**config.mk**
```make
export PLATFORM = sky130hd
export DESIGN_NAME = mod_updown_counter_flat
export DESIGN_NICKNAME = d
export VERILOG_FILES = /design/src/rtl/mod_updown_counter_pkg.sv /design/src/rtl/mod_updown_counter_if.sv /design/src/rtl/mod_updown_counter_tick_prescaler.sv /design/src/rtl/mod_updown_counter.sv /design/src/flat_wrapper.sv
export SDC_FILE = /design/constraint.sdc
export NUM_CORES = 1
export LEC_CHECK = 0
export ABC_AREA = 1
export BUFFER_PORTS_ARGS = -buffer_cell sky130_fd_sc_hd__buf_4
export CAP_MARGIN = 20
export CORE_AREA = 2 2 90 92
export CTS_BUF_LIST = sky130_fd_sc_hd__clkbuf_8
export DETAILED_ROUTE_END_ITERATION = 8
export DIE_AREA = 0 0 92 94
export GPL_TIMING_DRIVEN = 0
export PLACE_DENSITY = 0.47
export SLEW_MARGIN = 10
export SYNTH_ARGS = -nofsm -noshare
export SYNTH_HDL_FRONTEND = slang
export SYNTH_SLANG_ARGS = --single-unit
```
**constraint.sdc**
```tcl
create_clock -name clk -period 1.6 [get_ports clk]
set_input_delay 0.16 -clock clk [delete_from_list [all_inputs] [get_ports clk]]
set_output_delay 0.16 -clock clk [all_outputs]
set_load 0.01 [all_outputs]
```
**src/rtl/mod_updown_counter_pkg.sv**
```systemverilog
// Shared constants and helpers for the prescaled up/down modulo counter.
// Direction encodings and default widths live here so top, interface and bench agree.
package mod_counter_pkg;

   localparam logic DIR_UP      = 1'b1;
   localparam logic DIR_DN      = 1'b0;
   localparam int   DEF_WIDTH   = 8;
   localparam int   DEF_PRESC_W = 4;

   // What the count register does in a given cycle, in priority order.
   typedef enum logic [1:0] {
      ACT_HOLD = 2'd0,
      ACT_LOAD = 2'd1,
      ACT_STEP = 2'd2
   } cnt_act_e;

endpackage : mod_counter_pkg

```
**src/rtl/mod_updown_counter_if.sv**
```systemverilog
// Control/status bundle of the up/down counter: driver-side (master) and counter-side (slave) views.
interface mod_updown_counter_if
   import mod_counter_pkg::*;
#(
   parameter int WIDTH   = DEF_WIDTH,
   parameter int PRESC_W = DEF_PRESC_W
);

   logic               en;
   logic               up_dn;
   logic               load;
   logic [WIDTH-1:0]   load_val;
   logic [WIDTH-1:0]   limit;
   logic [PRESC_W-1:0] presc;
   logic               clr_flags;
   logic [WIDTH-1:0]   count;
   logic               tc;
   logic               ovf;
   logic               unf;

   modport master (
      output en, up_dn, load, load_val, limit, presc, clr_flags,
      input  count, tc, ovf, unf
   );

   modport slave (
      input  en, up_dn, load, load_val, limit, presc, clr_flags,
      output count, tc, ovf, unf
   );

endinterface : mod_updown_counter_if

```
**src/rtl/mod_updown_counter_tick_prescaler.sv**
```systemverilog
// Enable-gated prescaler: emits a combinational tick on every (presc+1)-th enabled cycle.
// clr (driven by load) restarts the phase at 0 regardless of en.
module tick_prescaler
   import mod_counter_pkg::*;
#(
   parameter int PRESC_W = DEF_PRESC_W
) (
   input  logic               clk,
   input  logic               reset,
   input  logic               en,
   input  logic               clr,
   input  logic [PRESC_W-1:0] presc,
   output logic               tick
);

   logic [PRESC_W-1:0] phase_q;
   logic [PRESC_W-1:0] phase_d;

   // If presc is lowered below the current phase, the phase wraps through
   // zero and re-synchronises on its own.
   always_comb begin
      tick    = en && (phase_q == presc);
      phase_d = phase_q;
      if (clr) begin
         phase_d = '0;
      end else if (en) begin
         phase_d = tick ? '0 : phase_q + PRESC_W'(1);
      end
   end

   always_ff @(posedge clk or negedge reset) begin
      if (!reset) begin
         phase_q <= '0;
      end else begin
         phase_q <= phase_d;
      end
   end

endmodule : tick_prescaler

```
**src/rtl/mod_updown_counter.sv**
```systemverilog
// Prescaled up/down modulo counter (0..limit) with registered tc pulse and sticky ovf/unf flags.
// Define COUNTER_SATURATE_EN to hold at the bounds instead of wrapping.
module mod_updown_counter
   import mod_counter_pkg::*;
#(
   parameter int WIDTH   = DEF_WIDTH,
   parameter int PRESC_W = DEF_PRESC_W
) (
   input  logic                 clk,
   input  logic                 reset,
   mod_updown_counter_if.slave  bus
);

   logic             tick;
   cnt_act_e         act;
   logic             at_top;
   logic             at_bot;
   logic             ovf_set;
   logic             unf_set;
   logic [WIDTH-1:0] load_clamped;

   logic [WIDTH-1:0] count_q, count_d;
   logic             tc_q,    tc_d;
   logic             ovf_q,   ovf_d;
   logic             unf_q,   unf_d;

   tick_prescaler #(
      .PRESC_W (PRESC_W)
   ) u_presc (
      .clk   (clk),
      .reset (reset),
      .en    (bus.en),
      .clr   (bus.load),
      .presc (bus.presc),
      .tick  (tick)
   );

   always_comb begin
      act = ACT_HOLD;
      if (bus.load) begin
         act = ACT_LOAD;
      end else if (tick) begin
         act = ACT_STEP;
      end
   end

   // >= rather than == so a limit lowered under the count still wraps on the next up tick.
   assign at_top       = (count_q >= bus.limit);
   assign at_bot       = (count_q == '0);
   assign load_clamped = (bus.load_val > bus.limit) ? bus.limit : bus.load_val;

   always_comb begin
      count_d = count_q;
      tc_d    = 1'b0;
      ovf_set = 1'b0;
      unf_set = 1'b0;
      unique case (act)
         ACT_LOAD: begin
            count_d = load_clamped;
         end
         ACT_STEP: begin
            if (bus.up_dn == DIR_UP) begin
               if (at_top) begin
`ifdef COUNTER_SATURATE_EN
                  count_d = bus.limit;
`else
                  count_d = '0;
`endif
                  tc_d    = 1'b1;
                  ovf_set = 1'b1;
               end else begin
                  count_d = count_q + WIDTH'(1);
               end
            end else begin
               if (at_bot) begin
`ifdef COUNTER_SATURATE_EN
                  count_d = '0;
`else
                  count_d = bus.limit;
`endif
                  tc_d    = 1'b1;
                  unf_set = 1'b1;
               end else begin
                  count_d = count_q - WIDTH'(1);
               end
            end
         end
         default: begin
            count_d = count_q;
         end
      endcase
   end

   // A new set event in the same cycle as clr_flags wins.
   always_comb begin
      ovf_d = ovf_set | (ovf_q & ~bus.clr_flags);
      unf_d = unf_set | (unf_q & ~bus.clr_flags);
   end

   always_ff @(posedge clk or negedge reset) begin
      if (!reset) begin
         count_q <= '0;
         tc_q    <= 1'b0;
         ovf_q   <= 1'b0;
         unf_q   <= 1'b0;
      end else begin
         count_q <= count_d;
         tc_q    <= tc_d;
         ovf_q   <= ovf_d;
         unf_q   <= unf_d;
      end
   end

   assign bus.count = count_q;
   assign bus.tc    = tc_q;
   assign bus.ovf   = ovf_q;
   assign bus.unf   = unf_q;

endmodule : mod_updown_counter

```
**src/flat_wrapper.sv**
```systemverilog
// flat-port wrapper written by rule: the top's interface ports become plain ports
module mod_updown_counter_flat import mod_counter_pkg::*;
#(
   parameter int WIDTH   = DEF_WIDTH,
   parameter int PRESC_W = DEF_PRESC_W
)
  (clk, reset, bus_en, bus_up_dn, bus_load, bus_load_val, bus_limit, bus_presc, bus_clr_flags, bus_count, bus_tc, bus_ovf, bus_unf);
  mod_updown_counter_if #(.WIDTH(WIDTH), .PRESC_W(PRESC_W)) bus_i ();
  input  logic clk;
  input  logic reset;
  input wire logic [$bits(bus_i.en)-1:0] bus_en;
  input wire logic [$bits(bus_i.up_dn)-1:0] bus_up_dn;
  input wire logic [$bits(bus_i.load)-1:0] bus_load;
  input wire logic [$bits(bus_i.load_val)-1:0] bus_load_val;
  input wire logic [$bits(bus_i.limit)-1:0] bus_limit;
  input wire logic [$bits(bus_i.presc)-1:0] bus_presc;
  input wire logic [$bits(bus_i.clr_flags)-1:0] bus_clr_flags;
  output wire logic [$bits(bus_i.count)-1:0] bus_count;
  output wire logic [$bits(bus_i.tc)-1:0] bus_tc;
  output wire logic [$bits(bus_i.ovf)-1:0] bus_ovf;
  output wire logic [$bits(bus_i.unf)-1:0] bus_unf;
  assign bus_i.en = bus_en;
  assign bus_i.up_dn = bus_up_dn;
  assign bus_i.load = bus_load;
  assign bus_i.load_val = bus_load_val;
  assign bus_i.limit = bus_limit;
  assign bus_i.presc = bus_presc;
  assign bus_i.clr_flags = bus_clr_flags;
  assign bus_count = bus_i.count;
  assign bus_tc = bus_i.tc;
  assign bus_ovf = bus_i.ovf;
  assign bus_unf = bus_i.unf;
  mod_updown_counter #(.WIDTH(WIDTH), .PRESC_W(PRESC_W)) u_core (.clk(clk), .reset(reset), .bus(bus_i));
endmodule
```
==> summary.md, run 1 <==
| Metric | Value |
|---|---|
| Status | complete, but fails checks |
| Failing checks | negative setup slack |
| Sequential Power Share | 0.269 |
| Die Ht | 94 µm |
| Ant diodes | 0 |
| CTS Buffer Depth | 2 |
| Syn-to-layout area delta | 38.6% |
| Hold Path Sink | u_core.bus.ovf$_DFF_PN0_ |
| Root Driver | clkbuf_8 |
| Kind of critical path | reg2reg |
| Synth Net Count | between 300 and 400 |
| Core ar. | between 7000 and 8000 µm² |
| Leakage power | about 1.3 nW |
| Die ar. | 8650 µm² |
| Vias | 2007 |
| CP endpoint kind | register |
| Starting Density | 0.244 |
| Count of pins over their slew limit | 0 |
| Worst hold slack | between 80 and 90 ps |
| Internal power | between 0.001 and 0.0015 W |
| Synth Cell Area | about 1900 µm² |
| CTS Buf Count | 3 |
| # rows | 32 |
| I/O Pins | 37 |
| # setup viols final | 1 |
| H-tree depth | 1 |
| Switching share of power | 0.448 |
| CTS tree | built |
| Hold Path Depth | 2 |
| Leading cell type in the layout, fill and taps excluded | nand2_1 |
| Fin. Hold Viols | 0 |
| Antenna violations before repair | 0 |
| Synth top area cells | dfrtp_1 (20%), nand2_1 (15%), ha_1 (13%), nand3_1 (12%), inv_1 (6.7%) |
| Max_slew headroom | 0.794 |
| Clock sinks | 15 |
| R2r setup slk | -0.8 ps |
| First-pass GRT wire length | approximately 9200 µm |
| Fin Clk Skew | ~7.0 ps |
| Fin worst setup slack | -0.789 ps |
| Final #Nets | approximately 380 |
| Number of global-route vias before repair | ~1900 |
| Port bufs | 35 |
| Slowest-stage cell, CP | dfrtp_2 |
| Clock power frac | 0.165 |
| Yosys top cell area share | 0.202 |
| Minimum clock period | roughly 1600 ps |
| Grt total ovfl | 0 |
| Register area share after synthesis | 0.202 |
| Skew-Pair Late Insertion Delay | between 200 and 300 ps |
| HP Start | bus_clr_flags |
| Clk slew on worst S/H paths | 70 ps |
| Cells after synthesis | 280 |
| HP Class | in2reg |
| Final WL | roughly 5700 µm |
| Post-DP HPWL | 4370 µm |
| CP Max Fanout | 8 |
| Startpoint Class | register |
| Unrepaired setup endpoints after global routing | yes |
| Delay of the slowest critical-path stage | ~400 ps |
| Layout Utilization | 0.339 |
| Seq cells post-synth | 15 |
| Synth Area per Inst | ~6.6 µm² |
| DR vias/cell | about 4.6 |
| Residual DRC | 0 |
| CP most frequent cell | nand2_1 |
| Worst flop-to-flop path startpoint | u_core.bus.count[0]$_DFFE_PN0P_ |
| Final ANT Viol Nets | 0 |
| DR pass1 iterations | 4 |
| Max VDD drop | between 0.3 and 0.4 mV |
| MaxCap Viol Count | 0 |
| RePlAce Congestion | ~0.87 |
| Yosys top cell by area | dfrtp_1 |
| PD cells | ~760 nW/µm² |
| TNS Setup | -0.789 ps |
| Worst EP arrival | approximately 1700 ps |
| Max Fclk | roughly 620 MHz |
| Final period utilization | 1.00 |
| R2R Path End | u_core.bus.count[4]$_DFFE_PN0P_ |
| Post-synth cell types | 31 |
| Drt wl/cell | ~13 µm |
| Gr usage total | 0.134 |
| Worst Path Required | between 1500 and 2000 ps |
| Number of DRC markers in iteration 0 | between 100 and 150 |
| Commonest non-fill, non-tap cells in the layout | nand2_1 (69), buf_4 (48), nand3_1 (30) |
| Comb power frac | 0.566 |
| Critical path cell sequence | clkinv_4 -> ha_4 -> inv_2 -> nand2_1 -> nand2_1 -> nand2_1 -> nand2_1 -> nand2_2 -> nand2_4 -> nand4_1 -> nand2_1 -> nand3_2 -> nand2_1 |
| Largest net degree at the start of global routing | 16 |
| Worst reg2reg path depth | 13 |
| Share of cells above drive strength 1 | 0.355 |
| Total power | about 0.002 W |
| Switching power | 0.000877 W |
| Worst Tran Pin Value | between 300 and 400 ps |
| Syn. warnings | 0 |
| Die W | just over 90 µm |
[layer usage]
layer  track usage  part of all wire  up-vias
met4        0.0348             0.013        0
met2         0.222              0.47       40
met3        0.0201             0.031        6
li1              -                 -     1027
met5             0                 0        -
met1         0.184              0.49      934
[worst max path at each step]
| stage | from | end | slack (ps) | cells after the start |
|---|---|---|---|---|
| global placement | u_core.bus.count[0]$_DFFE_PN0P_ | u_core.bus.count[0]$_DFFE_PN0P_ | -250 | 13 |
| global route | u_core.bus.count[0]$_DFFE_PN0P_ | u_core.bus.count[4]$_DFFE_PN0P_ | -100 | 13 |
| finish | u_core.bus.count[0]$_DFFE_PN0P_ | u_core.bus.count[4]$_DFFE_PN0P_ | -0.8 | 13 |
| floorplan | u_core.bus.count[0]$_DFFE_PN0P_ | u_core.bus.ovf$_DFF_PN0_ | 20 | 12 |
| CTS | u_core.bus.count[0]$_DFFE_PN0P_ | u_core.bus.ovf$_DFF_PN0_ | 2 | 12 |
| detailed placement | u_core.bus.count[0]$_DFFE_PN0P_ | u_core.bus.ovf$_DFF_PN0_ | -270 | 12 |
[registers in the layout (all words and copies together) (netlist names)]
| signal | cells |
|---|---|
| u_core.bus.ovf | 1 |
| u_core.bus.count | 8 |
| u_core.u_presc.phase_q | 4 |
| u_core.bus.tc | 1 |
| u_core.bus.unf | 1 |
[repair_timing]
action / CTS / global route
gates cloned: 1 / 0
setup endpoints to repair: 10 / 10
gates resized for setup: 15 / 30
hold buffers: 1 / 0
hold endpoints to repair: 15 / 0
pin swaps: 4 / 18
setup buffers: 7 / 4
[cell usage after synthesis, drive strengths merged]
master	n
a21o	1
a21oi	17
buf	6
clkinv	2
dfrtp	15
ha	20
inv	37
nand2	81
nand3	49
nand4	7
nor2	27
nor3	3
o211ai	2
o21a	1
o21ai	7
xnor2	1
xor2	4
[cell families after synthesis]
kind of cell,Yosys count,synth area share
AO/OA/AOI/OAI,28,0.0848
XOR/XNOR,5,0.0236
adder cells (fa/ha/maj),20,0.135
buffers and inverters,45,0.118
flip-flops,15,0.202
AND/OR/NAND/NOR,167,0.437
[cell type report]
| type | instances | area, µm² |
|---|---|---|
| inverter | 39 | 155 |
| sequential | 15 | 382 |
| multi-input combinational | 221 | 1440 |
| fill | 839 | 5030 |
| buffer | 6 | 68.8 |
| clock buffer | 3 | 41.3 |
| timing repair buffer | 47 | 355 |
| clock inverter | 1 | 7.51 |
| tap | 102 | 128 |
[stage by stage]
step,worst slack (ps),area (µm²),cells
after detailed placement,-269,2250,417
after CTS,1.65,2400,430
after global placement,-248,2250,417
final,-0.789,2580,434
after global routing,-104,2580,434
after floorplan,17.9,1860,280
[worst max-delay path, delay by kind of cell, from the launching register on]
| family | cells | cell delay (ps) |
|---|---|---|
| AND/OR/NAND/NOR | 10 | 670 |
| flip-flops | 1 | 400 |
| adder cells (fa/ha/maj) | 1 | 280 |
| buffers and inverters | 2 | 130 |
[power by group through the flow]
stage	clock [W]	combinational (W)	sequential, W
2_1_floorplan	0	0.000611	0.000527
3_3_place_gp	0	0.000884	0.000545
3_5_place_dp	0	0.000888	0.000544
4_1_cts	0.000339	0.000987	0.000531
5_1_grt	0.000356	0.00123	0.000540
6_report	0.000322	0.00111	0.000528
(Power assumes the default switching activity.)
==> inputs of run 2 (changes only) <==
--- a/config.mk
+++ b/config.mk
@@ -13,7 +13,7 @@
 export DETAILED_ROUTE_END_ITERATION = 8
 export DIE_AREA = 0 0 92 94
 export GPL_TIMING_DRIVEN = 0
-export PLACE_DENSITY = 0.47
+export PLACE_DENSITY = 0.39
 export SLEW_MARGIN = 10
 export SYNTH_ARGS = -nofsm -noshare
 export SYNTH_HDL_FRONTEND = slang
==> summary.md, run 2 (same netlist as run 1, synthesis figures left out) <==
| Metric | Value |
|---|---|
| Cell Count Post-Placement | 417 (unchanged) |
| I/O Pins | 37 (unchanged) |
| Ant diodes | 0 (unchanged) |
| CP endpoint kind | register |
| Die W | 92 µm (unchanged) |
| Max VDD drop | 0.302 mV (-13%) |
| Failing checks | negative setup slack |
| Clock sinks | 15 (unchanged) |
| Clk slew on worst S/H paths | 60 ps (about the same) |
| Critical path cell sequence | clkinv_4 -> ha_4 -> inv_2 -> nand2_1 -> nand2_1 -> nand2_1 -> nand2_2 -> nand2_2 -> nand2_4 -> nand2_1 -> nand3_2 -> nand3_2 -> nand2_2 |
| Commonest non-fill, non-tap cells in the layout | nand2_1 (67), buf_4 (43), nand3_1 (36) |
| CP most frequent cell | nand2_1 |
| Worst Path Required | 1740 ps (about the same) |
| Final ANT Viol Nets | 0 (unchanged) |
| DR pass1 iterations | 4 (unchanged) |
| Delay of the slowest critical-path stage | 390 ps (about the same) |
| Startpoint Class | register |
| CTS tree | built |
| # setup viols final | 2 (+1) |
| DR vias/cell | 4.63 (about the same) |
| Residual DRC | 0 (unchanged) |
| Vias | 1995 (-0.60%) |
| Minimum clock period | 1610 ps (+7.28 ps) |
| Largest net degree at the start of global routing | 16 (unchanged) |
| CTS Buffer Depth | 2 (unchanged) |
| H-tree depth | 1 (unchanged) |
| Worst Setup SP | u_core.bus.count[0]$_DFFE_PN0P_ |
| Drt wl/cell | 14.2 µm (+7.9%) |
| CP Max Fanout | 8 (unchanged) |
| Root Driver | clkbuf_8 |
| First-pass GRT wire length | 10000 µm (+8.8%) |
| Max Fclk | 622 MHz (-0.45%) |
| Met2 routed WL | 2780 µm (+3.3%) |
| Max_slew headroom | 0.762 (-0.0320) |
| Antenna violations before repair | 0 (unchanged) |
| Leading cell type in the layout, fill and taps excluded | nand2_1 |
| MaxCap Viol Count | 0 (unchanged) |
| Post-Layout Cell Count | 431 (-0.69%) |
| Worst Tran Pin Value | 354 ps (+47.7 ps) |
| RePlAce Congestion | 0.820 (-5.9%) |
| Length of routed wiring on met1 | 3110 µm (+12%) |
| Worst EP arrival | 1750 ps (about the same) |
| DR top layer | met4 |
| Skew-Pair Late Insertion Delay | 250 ps (about the same) |
| Number of DRC markers in iteration 0 | 62 (-49%) |
| Final #Nets | 376 (-0.79%) |
| Number of global-route vias before repair | 1914 (+3.0%) |
| HP Class | in2reg |
| Fin Clk Skew | 2.04 ps (-4.98 ps) |
| Area after DPL | 2250 µm² (unchanged) |
| Gr usage total | 0.149 (+0.0142) |
| TNS Setup | -8.27 ps (-7.48 ps) |
| Post-DP HPWL | 4660 µm (+6.6%) |
| Die ar. | 8650 µm² (unchanged) |
| Starting Density | 0.244 (unchanged) |
| Fin. Hold Viols | 0 (unchanged) |
| Met3 routed WL | 202 µm (+15%) |
| Cell family with most CP delay | simple AND/OR/NAND/NOR gates |
| Grt total ovfl | 0 (unchanged) |
| Kind of critical path | reg2reg |
| Leakage power | 1.34 nW (-0.85%) |
| Max reg flops | 8 (unchanged) |
| Post-route cell area | 2560 µm² (-0.53%) |
| Final WL | 6120 µm (+7.2%) |
| Share of cells above drive strength 1 | 0.353 (-0.00284) |
| Count of pins over their slew limit | 0 (unchanged) |
| Syn-to-layout area delta | 37.8% |
| Buf/Inv on CP | 2 (unchanged) |
| HP Start | bus_clr_flags |
| Final period utilization | 1.01 (+0.00455) |
| # rows | 32 (unchanged) |
| Die Ht | 94 µm (unchanged) |
| CTS Buf Count | 3 (unchanged) |
| Slowest-stage cell, CP | dfrtp_2 |
| Port bufs | 35 (unchanged) |
| Unrepaired setup endpoints after global routing | yes |
| Worst flop-to-flop path startpoint | u_core.bus.count[0]$_DFFE_PN0P_ |
| Fin worst setup slack | -8.07 ps (-7.28 ps) |
| Core ar. | 7610 µm² (unchanged) |
| PD cells | 766 nW/µm² (+0.79%) |
| Status | complete, but fails checks |
[run 2: area by class of cell]
cell class	instances	area, µm²
Multi-Input combinational cell	221	1440
Sequential cell	15	382
Clock buffer	3	41.3
Tap cell	102	128
Timing Repair Buffer	44	337
Clock inverter	1	3.75
Buffer	6	72.6
Inverter	39	158
Fill cell	868	5040
[run 2: worst register-to-register path, stage by stage (launching register included)]
cell and delay (ps):
dfrtp_2 390, clkinv_4 100, ha_4 270, inv_2 20
nand2_1 50, nand2_1 40, nand2_1 60, nand2_2 50
nand2_2 90, nand2_4 100, nand2_1 90, nand3_2 100
nand3_2 100, nand2_2 40
[run 2: path summary, 6_finish.rpt]
kind	endpoint	slack [ps]	cells past startpoint
min reg2reg	u_core.bus.unf$_DFF_PN0_	540	2
min in group asynchronous	u_core.bus.unf$_DFF_PN0_	300	2
max reg2reg	u_core.bus.count[0]$_DFFE_PN0P_	-8	13
min	u_core.bus.ovf$_DFF_PN0_	80	2
max	u_core.bus.count[0]$_DFFE_PN0P_	-8	13
max in group asynchronous	u_core.bus.count[7]$_DFFE_PN0P_	1100	2
[run 2: stage by stage]
stage                     utilization  hold WS (ps)  power [W]  setup slack, ps
after floorplan                     -          -136    0.00114             17.9
after global placement          0.296          33.8    0.00145             -327
after detailed placement        0.296          34.4    0.00145             -328
after CTS                       0.319          83.4    0.00189            -1.56
after global routing            0.337          94.9    0.00214             -137
final                           0.337          84.9    0.00196            -8.07
[run 2: what timing repair did]
action	in CTS	in global routing
cloned	1	0
endpoints found under the setup margin	10	10
pin swaps	8	10
hold endpoints to repair	15	0
setup buffers	6	2
hold buffers	1	0
resized for setup	24	27
[run 2: power breakdown]
| part | internal, W | total (W) | switching, W | leakage, nW |
|---|---|---|---|---|
| logic | 0.000463 | 0.00111 | 0.000648 | 1.12 |
| registers | 0.000440 | 0.000540 | 0.0000996 | 0.188 |
| clock network | 0.000170 | 0.000312 | 0.000142 | 0.0269 |
[run 2: per-layer routing]
| layer | vias to the layer above | GRT usage |
|---|---|---|
| met5 | - | 0 |
| met4 | 0 | 0.0224 |
| met3 | 4 | 0.0120 |
| met2 | 34 | 0.240 |
| met1 | 936 | 0.220 |
| li1 | 1021 | - |
